<file path="src/rtl/riscv_pkg.sv">
// Shared core constants for the pipelined RISC-V core.
package riscv_pkg;

    localparam int          XLEN     = 32;
    localparam int          INSTR_W  = 32;
    localparam logic [31:0] RESET_PC = 32'h0000_0000;

endpackage

</file>
<file path="src/rtl/fetch_fifo.sv">
// Synchronous prefetch FIFO holding {pc, instr} entries for the fetch front end.
module fetch_fifo #(
    parameter int DEPTH = 4,
    parameter int WIDTH = 64
) (
    input  logic                         clk,
    input  logic                         rst,
    input  logic                         clear,
    input  logic                         push,
    input  logic [WIDTH-1:0]             push_data,
    input  logic                         pop,
    output logic [WIDTH-1:0]             head_data,
    output logic [$clog2(DEPTH+1)-1:0]   count
);

    localparam int PTR_W = $clog2(DEPTH);
    localparam int CNT_W = $clog2(DEPTH+1);

    logic [WIDTH-1:0] mem [DEPTH];
    logic [PTR_W-1:0] rd_ptr;
    logic [PTR_W-1:0] wr_ptr;

    assign head_data = mem[rd_ptr];

    // DEPTH is a power of two, so the pointers wrap naturally.
    always_ff @(posedge clk) begin
        if (rst) begin
            rd_ptr <= '0;
            wr_ptr <= '0;
            count  <= '0;
            for (int i = 0; i < DEPTH; i++) begin
                mem[i] <= '0;
            end
        end else if (clear) begin
            rd_ptr <= '0;
            wr_ptr <= '0;
            count  <= '0;
        end else begin
            if (push) begin
                mem[wr_ptr] <= push_data;
                wr_ptr      <= wr_ptr + PTR_W'(1);
            end
            if (pop) begin
                rd_ptr <= rd_ptr + PTR_W'(1);
            end
            case ({push, pop})
                2'b10:   count <= count + CNT_W'(1);
                2'b01:   count <= count - CNT_W'(1);
                default: count <= count;
            endcase
        end
    end

endmodule

</file>
<file path="src/rtl/ifetch_queue.sv">
// Instruction-fetch front end: owns the fetch PC, issues one imem read per cycle
// and buffers returned instructions in a prefetch queue for decode.
module ifetch_queue #(
    parameter int                XLEN     = riscv_pkg::XLEN,
    parameter int                DEPTH    = 4,
    parameter logic [XLEN-1:0]   RESET_PC = riscv_pkg::RESET_PC
) (
    input  logic                         clk,
    input  logic                         rst,
    input  logic                         redirect_valid,
    input  logic [XLEN-1:0]              redirect_pc,
    output logic                         imem_req,
    output logic [XLEN-1:0]              imem_addr,
    input  logic [riscv_pkg::INSTR_W-1:0] imem_rdata,
    output logic                         dec_valid,
    input  logic                         dec_ready,
    output logic [XLEN-1:0]              dec_pc,
    output logic [riscv_pkg::INSTR_W-1:0] dec_instr,
    output logic [$clog2(DEPTH+1)-1:0]   count
);

    localparam int CNT_W   = $clog2(DEPTH+1);
    localparam int INSTR_W = riscv_pkg::INSTR_W;
    localparam int ENTRY_W = XLEN + INSTR_W;

    logic [XLEN-1:0]    fetch_pc;
    logic [XLEN-1:0]    inflight_pc;
    logic               inflight;
    logic               kill;
    logic [CNT_W:0]     credit;
    logic               push;
    logic               pop;
    logic [ENTRY_W-1:0] head_data;
    logic               unused_pc_bits;

    assign unused_pc_bits = ^redirect_pc[1:0];

    // Entries already queued plus the one still in flight must fit, so a
    // return can always be pushed without overflowing.
    assign credit    = {1'b0, count} + {{CNT_W{1'b0}}, inflight};
    assign imem_req  = ~rst & ~redirect_valid & (credit < (CNT_W+1)'(DEPTH));
    assign imem_addr = fetch_pc;

    assign push      = inflight & ~kill;
    assign dec_valid = (count != '0) & ~redirect_valid & ~rst;
    assign pop       = dec_valid & dec_ready;
    assign dec_pc    = head_data[ENTRY_W-1:INSTR_W];
    assign dec_instr = head_data[INSTR_W-1:0];

    always_ff @(posedge clk) begin
        if (rst) begin
            fetch_pc    <= RESET_PC;
            inflight_pc <= '0;
            inflight    <= 1'b0;
            kill        <= 1'b0;
        end else if (redirect_valid) begin
            fetch_pc <= {redirect_pc[XLEN-1:2], 2'b00};
            inflight <= 1'b0;
            kill     <= 1'b1;
        end else begin
            kill     <= 1'b0;
            inflight <= imem_req;
            if (imem_req) begin
                inflight_pc <= fetch_pc;
                fetch_pc    <= fetch_pc + XLEN'(4);
            end
        end
    end

    fetch_fifo #(
        .DEPTH (DEPTH),
        .WIDTH (ENTRY_W)
    ) u_fifo (
        .clk       (clk),
        .rst       (rst),
        .clear     (redirect_valid),
        .push      (push),
        .push_data ({inflight_pc, imem_rdata}),
        .pop       (pop),
        .head_data (head_data),
        .count     (count)
    );

endmodule

</file>
<file path="config.mk">
export PLATFORM = sky130hd
export DESIGN_NAME = ifetch_queue
export DESIGN_NICKNAME = d
export VERILOG_FILES = /design/src/rtl/riscv_pkg.sv /design/src/rtl/fetch_fifo.sv /design/src/rtl/ifetch_queue.sv
export SDC_FILE = /design/constraint.sdc
export NUM_CORES = 1
export LEC_CHECK = 0
export ABC_AREA = 1
export BUFFER_PORTS_ARGS = -buffer_cell sky130_fd_sc_hd__buf_4
export CAP_MARGIN = 40
export CORE_ASPECT_RATIO = 0.7
export CORE_MARGIN = 5
export CORE_UTILIZATION = 35
export CTS_BUF_LIST = sky130_fd_sc_hd__clkbuf_4 sky130_fd_sc_hd__clkbuf_8 sky130_fd_sc_hd__clkbuf_16
export CTS_CLUSTER_DIAMETER = 200
export DETAILED_ROUTE_END_ITERATION = 10
export HOLD_SLACK_MARGIN = 0.1
export PLACE_DENSITY = 0.55
export SYNTH_ARGS = -nofsm -noshare
export SYNTH_HDL_FRONTEND = slang
export SYNTH_SLANG_ARGS = --single-unit
</file>
<file path="constraint.sdc">
create_clock -name clk -period 12.8 [get_ports clk]
set_input_delay 1.92 -clock clk [delete_from_list [all_inputs] [get_ports clk]]
set_output_delay 1.92 -clock clk [all_outputs]
set_load 0.01 [all_outputs]
</file>
==> results.ini <==
[outcome]
outcome=finished clean

[critical_path]
cp_num_buf_inv=3
end_kind=output port
crit_top_cell=buf_4
crit_fanout=54
worst-setup-path-type=in2out
crit_slowest_cell=inv_2
max_stage_delay_ps=770
worstSetupStartpointType=primary input
required_ps=10880
cp_cell_sequence=buf_4, nor2_4, nand3_4, inv_2, buf_4
cp_top_family=buffers and inverters
worstPathArrival_ps=3970

[sta]
grt_setup_unrepaired=no
worst_pin_slew_ps=742.6
setup_ws_ps=6907
slew_headroom=0.5049
max_freq_mhz=169.7
drv_slew=0
min_period_ps=5893
finalHoldViolCount=0
setup-violations-final=0
fin_crit_sh=0.4604
tns_ps=0
finalClockSkew_ps=12.95

[placement]
hpwlAfterDp_mm=23.24
port_buffers=162
dp_worst_setup_slack_ps=6901
place_inst=2136
place_congestion=0.8381

[logic_synthesis]
synthSimpleGateAreaFrac=0.1820
synth_common_cells=nor2_1 (391), edfxtp_1 (248), o21ai_0 (175)
synth.top_cell.area_share=0.5250
avgSynthCellArea_um2=9.425
synth_top_family_by_area=simple AND/OR/NAND/NOR gates
synthMuxAreaShare=0
synth_ff_type=edfxtp_1
syn_area_mm2=0.01418
synthAdderAreaFrac=0.003175
synth_top_area_cell=edfxtp_1
ys_warn_count=0
synth_edf_count=248
synth_compound_area_frac=0.1136
ys_types=36
ys_top_cells_by_area=edfxtp_1 (53%), nor2_1 (10%), dfxtp_1 (10%)
synth-seq-cells=319
synth-xor-area-share=0.003087
ys_seq_area_frac=0.6252
yosysMostFrequentCell=nor2_1
synth_cells=1505
async_reset_ff_frac=0

[power]
peakVddDrop_uv=69.22
powerDensity_mw_per_mm2=134.7
leakage_nw=6.975

[global_route]
antenna_found_initial=0
grt_pass1_wl_mm=60.38
track_usage=0.1703
grt_remaining_overflow=0
grt_pass1_vias=10431
grt_max_degree=64

[drt]
via_per_inst=4.868
num_vias=10705
ant_nets=0
route.detailed.drc=0
first_pass_iters=5
first_iter_violations=800
drt_wl_total_mm=38.96
wire_per_inst_um=17.72

[clocking]
clock_latency_ps=510
h-tree-depth=2
postCtsSetupRepairBufs=0
cts_buffer_depth=3
ctsHoldBuffers=0
cts_tree=done
root_buffer=clkbuf_16
cts_inserted_buffers=35
cts_resized=0
path_clk_slew_ps=60
clock_sinks=319

[cells_and_area]
layout.nets=1709
diodes=0
fin_cells=2199
syn_to_final_growth_pct=20.54
drive_gt1_frac=0.1671

[job]
maxCapViolCount=0

[floorplanning]
ios=169
dieWidth_um=250.6
dieArea_mm2=0.04472
rows=61
core_area_mm2=0.03984
die_y_um=178.4
initial_core_util=0.3560

[min_path]
hold_class=reg2reg

-- metal layers --
layer,global-route usage,share of wire,up-vias
met5,0,0,-
met4,0.03500,0.017,0
met3,0.02988,0.046,53
met2,0.2846,0.48,220
met1,0.2354,0.46,5146
li1,-,-,5286
-- worst min-delay path, cell delays in order, from the launching register on --
cell and delay, ps:
dfxtp_1 290, inv_1 60, a21oi_1 50
-- stage by stage --
stage	instance area, µm²	hold slack, ps	power [mW]	util
6_report	17100	454.1	2.303	0.4292
4_1_cts	17100	456.0	2.331	0.4292
5_1_grt	17100	486.8	2.393	0.4292
2_1_floorplan	14200	429.5	1.277	-
3_3_place_gp	15800	441.5	1.349	0.3966
3_5_place_dp	16000	447.0	1.355	0.4016
-- state kept, by name, indices dropped and copies added (netlist names), named ones only --
signal,count
inflight_pc,30
imem_addr,30
inflight,1
kill,1
u_fifo.mem,248
u_fifo.wr_ptr,2
u_fifo.rd_ptr,2
u_fifo.count,3
-- cell type report --
cell class / instances / area [µm²]
fillers: 3932 / 22740
flip-flops and latches: 319 / 8874
multi-input cells: 934 / 4330
repair buffers: 181 / 1496
clock buffers: 48 / 1008
well taps: 535 / 669.4
inverters: 167 / 629.4
clock inverters: 15 / 91.34
-- power breakdown --
part	internal (mW)	leakage, nW	switching [mW]	total (mW)
combinational	0.0586	3.28	0.0957	0.154
sequential	1.16	3.15	0.0202	1.18
clock	0.572	0.551	0.400	0.972
total	1.79	6.97	0.516	2.30
-- final timing paths --
check | startpoint | endpoint | slack (ps) | depth (start not counted)
setup / recovery | rst | imem_req | 6910 | 5
hold / removal | inflight_pc[18]$_SDFFE_PP0P_ | inflight_pc[18]$_SDFFE_PP0P_ | 450 | 2
setup reg to reg | inflight$_SDFF_PP0_ | u_fifo.mem[2][58]$_SDFFCE_PN0P_ | 9790 | 9
hold reg to reg | inflight_pc[18]$_SDFFE_PP0P_ | inflight_pc[18]$_SDFFE_PP0P_ | 450 | 2
-- kinds of logic after synthesis --
family / Yosys count
adders and majority gates: 3
xor gates and xnor gates: 5
other: 1
buffers and inverters: 255
DFF: 319
and+or+nand+nor: 627
AOI/OAI and AO/OA: 295
-- cells in the final DEF (no fill, tap or decap), drive strengths merged, types with 12 or more instances in the layout --
master and count:
nor2 405, edfxtp 248, buf 181, o21ai 175, inv 167, nand2 165, dfxtp 71, o22ai 63
clkbuf 48, nand3 40, a21oi 34, a211oi 13, clkinv 12
Power figures use the tool's default switching activity.
